### src/rtl/sobel_conv_win.sv
// rtl/sobel_conv_win.sv - parametrised KxK Sobel window producing Gx, Gy, |Gx|+|Gy| and direction
// Optional feature: define SOBEL_DIR_EN to build the Canny direction quantiser on dout_dir.
// Ports:
//   clk, rst_b          rising-edge clock, asynchronous active-low reset
//   din_vld, din_sol    column valid, start of line (qualified by din_vld)
//   din                 pixel column, row i (0 = top) at din[(i+1)*DW-1:i*DW]
//   dout_vld            one-cycle strobe, 3 cycles after the window-completing accept
//   dout_gx, dout_gy    saturated signed gradients
//   dout_mag            saturated unsigned |gx|+|gy|
//   dout_dir            direction sector 0..3 (tied to 0 without SOBEL_DIR_EN)
module sobel_conv_win #(
    parameter int K  = 5,
    parameter int DW = 9,
    parameter int OW = 16
) (
    input  logic            clk,
    input  logic            rst_b,
    input  logic            din_vld,
    input  logic            din_sol,
    input  logic [K*DW-1:0] din,
    output logic            dout_vld,
    output logic [OW-1:0]   dout_gx,
    output logic [OW-1:0]   dout_gy,
    output logic [OW-1:0]   dout_mag,
    output logic [1:0]      dout_dir
);
    // K=5 worst case |G| is 16*3*(2^DW-1), which needs DW+7 signed bits.
    localparam int IW = (K == 5) ? DW + 7 : DW + 4;
    // Headroom for the magnitude sum and for saturation compares against OW limits.
    localparam int EW = ((IW > OW) ? IW : OW) + 2;
    localparam logic signed [EW-1:0] SMAX = (EW'(1) <<< (OW - 1)) - EW'(1);
    localparam logic signed [EW-1:0] SMIN = -SMAX - EW'(1);
    localparam logic signed [EW-1:0] UMAX = (EW'(1) <<< OW) - EW'(1);

    generate
        if (K != 3 && K != 5) begin : g_bad_k
            $error("sobel_conv_win: K must be 3 or 5");
        end
    endgenerate

    function automatic int s_coef(input int idx);
        int c;
        if (K == 3) c = (idx == 1) ? 2 : 1;
        else        c = (idx == 0 || idx == 4) ? 1 : (idx == 2) ? 6 : 4;
        return c;
    endfunction

    function automatic int d_coef(input int idx);
        int c;
        if (K == 3) c = idx - 1;
        else        c = (idx == 0) ? -1 : (idx == 1) ? -2 : (idx == 2) ? 0 : (idx == 3) ? 2 : 1;
        return c;
    endfunction

    logic [DW-1:0]        w [K][K];
    logic [2:0]           ccnt;
    logic                 v0, v1, v2;
    logic signed [IW-1:0] s_sum [K];
    logic signed [IW-1:0] d_sum [K];
    logic signed [IW-1:0] col_s [K];
    logic signed [IW-1:0] col_d [K];
    logic signed [IW-1:0] gx_c, gy_c, gx_r, gy_r;
    logic signed [EW-1:0] gx_e, gy_e, ax, ay, mag_e;
    logic [OW-1:0]        gx_o, gy_o, mag_o;

    // Window and column counter. The window is never cleared on a new line;
    // ccnt alone decides when the stale columns have all been shifted out.
    always_ff @(posedge clk or negedge rst_b) begin
        if (!rst_b) begin
            for (int j = 0; j < K; j++)
                for (int i = 0; i < K; i++)
                    w[j][i] <= '0;
            ccnt <= '0;
            v0   <= 1'b0;
        end else begin
            v0 <= din_vld && !din_sol && (ccnt >= 3'(K - 1));
            if (din_vld) begin
                for (int j = 0; j < K - 1; j++)
                    for (int i = 0; i < K; i++)
                        w[j][i] <= w[j+1][i];
                for (int i = 0; i < K; i++)
                    w[K-1][i] <= din[i*DW +: DW];
                if (din_sol)
                    ccnt <= 3'd1;
                else if (ccnt < 3'(K))
                    ccnt <= ccnt + 3'd1;
            end
        end
    end

    // Per-column vertical smoothing and vertical derivative.
    always_comb begin
        for (int j = 0; j < K; j++) begin
            s_sum[j] = '0;
            d_sum[j] = '0;
            for (int i = 0; i < K; i++) begin
                s_sum[j] = s_sum[j] + IW'(s_coef(i)) * IW'(w[j][i]);
                d_sum[j] = d_sum[j] + IW'(d_coef(i)) * IW'(w[j][i]);
            end
        end
    end

    // Horizontal pass: derivative of smoothed columns gives Gx,
    // smoothing of differentiated columns gives Gy.
    always_comb begin
        gx_c = '0;
        gy_c = '0;
        for (int j = 0; j < K; j++) begin
            gx_c = gx_c + IW'(d_coef(j)) * col_s[j];
            gy_c = gy_c + IW'(s_coef(j)) * col_d[j];
        end
    end

    always_ff @(posedge clk or negedge rst_b) begin
        if (!rst_b) begin
            for (int j = 0; j < K; j++) begin
                col_s[j] <= '0;
                col_d[j] <= '0;
            end
            gx_r <= '0;
            gy_r <= '0;
            v1   <= 1'b0;
            v2   <= 1'b0;
        end else begin
            for (int j = 0; j < K; j++) begin
                col_s[j] <= s_sum[j];
                col_d[j] <= d_sum[j];
            end
            gx_r <= gx_c;
            gy_r <= gy_c;
            v1   <= v0;
            v2   <= v1;
        end
    end

    // Magnitude is formed from the unsaturated gradients, then clipped.
    always_comb begin
        gx_e  = EW'(gx_r);
        gy_e  = EW'(gy_r);
        ax    = gx_e[EW-1] ? -gx_e : gx_e;
        ay    = gy_e[EW-1] ? -gy_e : gy_e;
        mag_e = ax + ay;
        if (gx_e > SMAX)      gx_o = SMAX[OW-1:0];
        else if (gx_e < SMIN) gx_o = SMIN[OW-1:0];
        else                  gx_o = gx_e[OW-1:0];
        if (gy_e > SMAX)      gy_o = SMAX[OW-1:0];
        else if (gy_e < SMIN) gy_o = SMIN[OW-1:0];
        else                  gy_o = gy_e[OW-1:0];
        if (mag_e > UMAX)     mag_o = UMAX[OW-1:0];
        else                  mag_o = mag_e[OW-1:0];
    end

    always_ff @(posedge clk or negedge rst_b) begin
        if (!rst_b) begin
            dout_vld <= 1'b0;
            dout_gx  <= '0;
            dout_gy  <= '0;
            dout_mag <= '0;
        end else begin
            dout_vld <= v2;
            if (v2) begin
                dout_gx  <= gx_o;
                dout_gy  <= gy_o;
                dout_mag <= mag_o;
            end
        end
    end

`ifdef SOBEL_DIR_EN
    logic [EW+5:0] ax_l, ay_l;
    logic [1:0]    dir_o;

    // 13/32 approximates tan(22.5 deg) for the sector boundaries.
    always_comb begin
        ax_l = (EW+6)'(ax);
        ay_l = (EW+6)'(ay);
        if (gx_r == '0 && gy_r == '0)
            dir_o = 2'd0;
        else if ((ay_l << 5) < ax_l * (EW+6)'(13))
            dir_o = 2'd0;
        else if ((ax_l << 5) < ay_l * (EW+6)'(13))
            dir_o = 2'd2;
        else if (gx_r[IW-1] == gy_r[IW-1])
            dir_o = 2'd1;
        else
            dir_o = 2'd3;
    end

    always_ff @(posedge clk or negedge rst_b) begin
        if (!rst_b)
            dout_dir <= 2'd0;
        else if (v2)
            dout_dir <= dir_o;
    end
`else
    assign dout_dir = 2'b00;
`endif

endmodule

### config.mk
export PLATFORM = sky130hd
export DESIGN_NAME = sobel_conv_win
export DESIGN_NICKNAME = d
export VERILOG_FILES = /design/src/rtl/sobel_conv_win.sv
export SDC_FILE = /design/constraint.sdc
export NUM_CORES = 2
export LEC_CHECK = 0
export BUFFER_PORTS_ARGS = -buffer_cell sky130_fd_sc_hd__clkbuf_2
export CORE_UTILIZATION = 34
export CTS_CLUSTER_DIAMETER = 200
export DETAILED_ROUTE_END_ITERATION = 7
export PLACE_DENSITY = 0.47
export SETUP_SLACK_MARGIN = 0.3
export SKIP_LAST_GASP = 1
export SLEW_MARGIN = 20
export SYNTH_ARGS = -nofsm -noshare
export SYNTH_HDL_FRONTEND = slang
export SYNTH_SLANG_ARGS = --single-unit
### constraint.sdc
create_clock -name clk -period 5.7 [get_ports clk]
set_input_delay 0.855 -clock clk [delete_from_list [all_inputs] [get_ports clk]]
set_output_delay 0.855 -clock clk [all_outputs]
set_load 0.005 [all_outputs]
# After elaboration in Yosys (flattened, before gate mapping)
# Index checks and enable logic that the tools add are counted.
# word_totals
reg_bits	448
input_bits	49
output_inout_bits	51
elab_cells	124
# op_classes
addsub	44
multipliers	15
n_lt_le_gt_ge	7
n_mux	9
n_reduce_logical	5
# ops
cell	count
16-bit adder	10
16-bit 2-to-1 mux	5
14-bit by 9-bit adder with 15-bit output	4
13-bit by 11-bit adder with 14-bit output	4
1-bit by 10-bit multiplier with 11-bit output (first input constant)	5
12-bit by 12-bit adder with 13-bit output	4
16-bit by 10-bit adder with 16-bit output	3
16-bit by 9-bit adder with 16-bit output	3
9-bit by 11-bit adder with 12-bit output	4
15-bit by 9-bit multiplier with 15-bit output (first input constant)	3
2-bit by 9-bit multiplier with 11-bit output (first input constant)	4
18-bit 2-to-1 mux	2
16-bit negator with 18-bit output	2
16-bit > comparator (second input constant)	2
16-bit less-than comparator (second input constant)	2
15-bit by 9-bit multiplier with 13-bit output (first input constant)	2
14-bit by 10-bit adder with 14-bit output	2
14-bit adder	2
14-bit by 9-bit adder with 14-bit output	2
18-bit adder	1
18-bit by 17-bit > comparator with 1-bit output (second input constant)	1
3-bit by 16-bit multiplier with 15-bit output (first input constant)	1
15-bit negator with 16-bit output	1
15-bit negator	1
8 further kinds	10

# Logic depth before layout (Yosys ltp)
# depth
ltp_word	5
depth_mapped	24
depth_no_buf	24

# Worst setup path after synthesis
# No wires, ideal clock.
# synth_timing
path_type	register to register
startpoint	register w[27] (netlist bit)
endpoint	register col_d[15] (netlist bit)
setup_ps	125
arrival_time_ps	5524
path_slack_ps	51
stages_incl_launch_ff	25
path_buffers	0
period_less_slack_ps	5649
path_cell_list	dfrtp_1 fa_1 inv_1 fa_1 inv_1 ha_1 inv_1 fa_1 inv_1 ha_1 a21o_1 a21oi_1 o21ai_0 a21oi_1 o21ai_0 a21oi_1 xnor2_1 ha_1 ha_1 ha_1 nand2_1 nor2_1 a211oi_1 o21ai_0 xnor2_1
# synth_rtl
item	line_no	source
from (decl)	55	logic [DW-1:0] w [K][K];
from (signal, indexed assignment)	80	w[j][i] <= w[j+1][i];
from (signal, indexed assignment)	82	w[K-1][i] <= din[i*DW +: DW];
to (signal, indexed assignment)	127	col_d[j] <= d_sum[j];
to (decl)	61	logic signed [IW-1:0] col_d [K];

==> impl_metrics.csv <==
group,metric,value,unit
synth,synth_top_cell_by_area,"dfrtp_1",
clock_tree,cts.reportedPaths.clkPinSlew,0.06,ns
timing,totalNegativeSetupSlack,0,ns
clock_tree,clock_tree_from_tritoncts,"yes",
timing,timing.slew.headroom,30.2,%
outcome,outcome,"complete, no violations",
finish,area_growth_syn_to_fin,17.4,%
die,die_y,325,um
timing,post-route-worst-setup-slack,0.302,ns
synth,synthTopCellsByArea,"dfrtp_1 31%, fa_1 21%, ha_1 14%, inv_1 7.0%, xnor2_1 5.0%",
synth,synthesis.yosys.warnings,0,
routing,detailed_router_iteration_count_before_antenna_repair,5,
die,placeableCoreArea,103000,um^2
finish,fraction_of_final_layout_cells_sized_beyond_drive_strength_1,19.0,%
synth,postSynth.asyncResetShare,100,%
finish,n_fill_cell,10100,
routing,drt-initial-drc-count,1086,
routing,drt-wirelength-per-cell,18.6,um
synth,syn_area_per_cell,10.7,um^2
synth,synth.yosys.seq_area_share,30.8,%
grt,grt_start_max_net_pins,153,
routing,final_antenna_net_count,0,
grt,grt_usage,17.9,%
synth,yosysUniqueCellTypes,71,
timing,maxSlewViolCount,0,
clock_tree,htreeDepth,2,
routing,vias,22900,
place,post-place-cells,4820,
clock_tree,tritoncts_num_sinks,438,
critical_path,worstPathMaxFanout,4,
min_path,worst_hold_path_type,"input pin to async pin",
die,design.die.area,106000,um^2
timing,unrepaired_setup_endpoints_after_global_routing,"yes",
critical_path,timing_worst_setup_path_type,"register to register",
routing,detail_route.vias_per_cell,4.62,
timing,hold_viol_final,0,
synth,synth-seq-cells,438,
critical_path,critical_path.endpoint_type,"register",
synth,mappedNetlistArea,35500,um^2
critical_path,critical_path_required,6.19,ns
clock_tree,cts_inserted_buffers,54,
routing,route.final.wire_length,92.1,mm
finish,ff_latch_area,11000,um^2
grt,antenna_found_initial,5,
clock_tree,clk_latency,0.64,ns
finish,post_layout_nonfiller_instances,4959,
grt,grt_overflow,0,
timing,final.setup_skew,0.0423,ns
synth,post-synth-top-area-fraction,30.8,%
clock_tree,post_cts_hold_buffer_count,0,
die,starting_utilization_of_the_core_area,34.3,%
job,drv_cap,0,
grt,grt_first_pass_wirelength,146,mm
finish,area_taken_by_multi_input_logic_gates,23300,um^2
place,gp_routability_congestion,0.828,
place,pre_cts_ws,0.0112,ns
critical_path,worst-endpoint-arrival,5.89,ns
clock_tree,clockRootBuffer,"clkbuf_16",
timing,fin_crit,5.40,ns
routing,drc_violation_count_after_routing,0,
timing,finalSetupViolCount,0,
place,placement.io_buffers,97,
timing,worst-slew-pin-transition,1.03,ns
grt,grt_pass1_vias,24300,
timing,achievable-frequency,185,MHz
synth,synth_top_flop_cell,"dfrtp_1",
finish,nNetsFinal,4354,
die,io-pin-count,100,
critical_path,rrSetupSlack,0.30,ns
critical_path,timing.reg2reg.worst_path_depth,21,
clock_tree,largest_buffer_count_on_any_clock_path,3,
synth,synth_edf_count,0,
place,dpl.hpwl,75.1,mm
timing,post-route-period-util,94.7,%
synth,synthCells,3324,
die,rows,118,
critical_path,critical_path.startpoint_type,"register",
die,floorplan.die.width,325,um
sequential cells by signal, indices dropped and copies added (netlist names):
register,count
w,225
col_d,75
col_s,52
dout_gx,16
dout_gy,16
dout_mag,16
gy_r,16
gx_r,15
ccnt,3
dout_vld,1
v0,1
v1,1
v2,1
worst max-delay path: stages (launching register included):
cell and delay (ns):
dfrtp_1 0.41, fa_2 0.64, inv_2 0.05, fa_1 0.48, inv_1 0.04, ha_1 0.28, inv_2 0.04, fa_1 0.56
inv_1 0.08, ha_4 0.21, a21o_1 0.18, a21oi_2 0.16, buf_4 0.14, xnor2_2 0.07, fa_1 0.52, inv_2 0.04
ha_4 0.16, a2111oi_0 0.51, o21bai_1 0.20, a31oi_2 0.26, a21oi_1 0.10, xor2_1 0.16
metal layers:
metal | share of wire [%] | routed length (um) | global-route usage (%)
met5 | 0 | 0 | 0
met4 | 1.6 | 1460 | 3.30
met3 | 2.9 | 2680 | 1.96
met2 | 48 | 44100 | 30.2
met1 | 48 | 43900 | 25.1
repair_timing:
| action | in CTS | in global routing |
|---|---|---|
| buffers inserted | 21 | 20 |
| pin swaps | 80 | 154 |
| resized for setup | 95 | 143 |
| setup endpoints to repair | 19 | 21 |
synthesized netlist by cell type (35+ instances only):
cell type  count
xor2_1        72
nor2b_1       35
xnor2_1      203
fa_1         369
nand2_1      198
mux2_2       155
clkbuf_1      44
ha_1         399
dfrtp_1      438
a21oi_1      122
nor3_1        38
inv_1        660
nor2_1       110
o21ai_0      173
a21o_1        54
placed cells by master (no fill, tap or decap), types with 29 or more instances in the layout:
master,n
o21ai_0,157
xnor2_1,197
buf_4,93
ha_4,70
dfrtp_1,435
inv_1,635
ha_1,324
clkbuf_2,95
a21oi_1,97
nand2_1,196
nor3_1,37
xor2_1,70
mux2_2,155
clkbuf_16,54
nor2_1,104
fa_1,352
o21bai_1,29
a21o_1,54
worst paths after layout:
kind                              startpoint             endpoint
max                        w[29]$_DFFE_PN0P_  col_d[14]$_DFF_PN0_
min                                    rst_b         v0$_DFF_PN0_
max reg2reg                w[29]$_DFFE_PN0P_  col_d[14]$_DFF_PN0_
min reg2reg                     v1$_DFF_PN0_         v2$_DFF_PN0_
max in group asynchronous              rst_b   w[146]$_DFFE_PN0P_
min in group clk                v1$_DFF_PN0_         v2$_DFF_PN0_
metrics by stage:
stage	hold slack [ns]	utilization, %	cell area (um^2)
after detailed placement	0.339	36.9	38100
after global placement	0.334	36.9	38100
after CTS	0.156	39.4	40800
after floorplan	0.331	-	35600
after global routing	0.194	40.3	41700
final	0.166	40.3	41700
final cells by class:
class / count / area share [%]
Antenna cell: 1 / 0.00600
Clock buffer: 68 / 3.60
Clock inverter: 29 / 1.03
Inverter: 660 / 5.94
Multi-Input combinational cell: 2181 / 55.7
Sequential cell: 438 / 26.3
Tap cell: 1380 / 4.14
Timing Repair Buffer: 202 / 3.29
cell families after synthesis:
kind of cell               after synthesis  share of synthesized area, %
AOI/OAI and AO/OA                      508                          9.00
xor gates and xnor gates               275                          6.78
adders and majority gates              768                          34.8
buffers and inverters                  708                          7.52
DFF                                    438                          30.8
muxes                                  157                          4.97
other                                    1                        0.0106
and+or+nand+nor                        469                          6.04
Power is not shown: default switching activity piles up to over one toggle a cycle in this logic, so the estimate is an artifact.
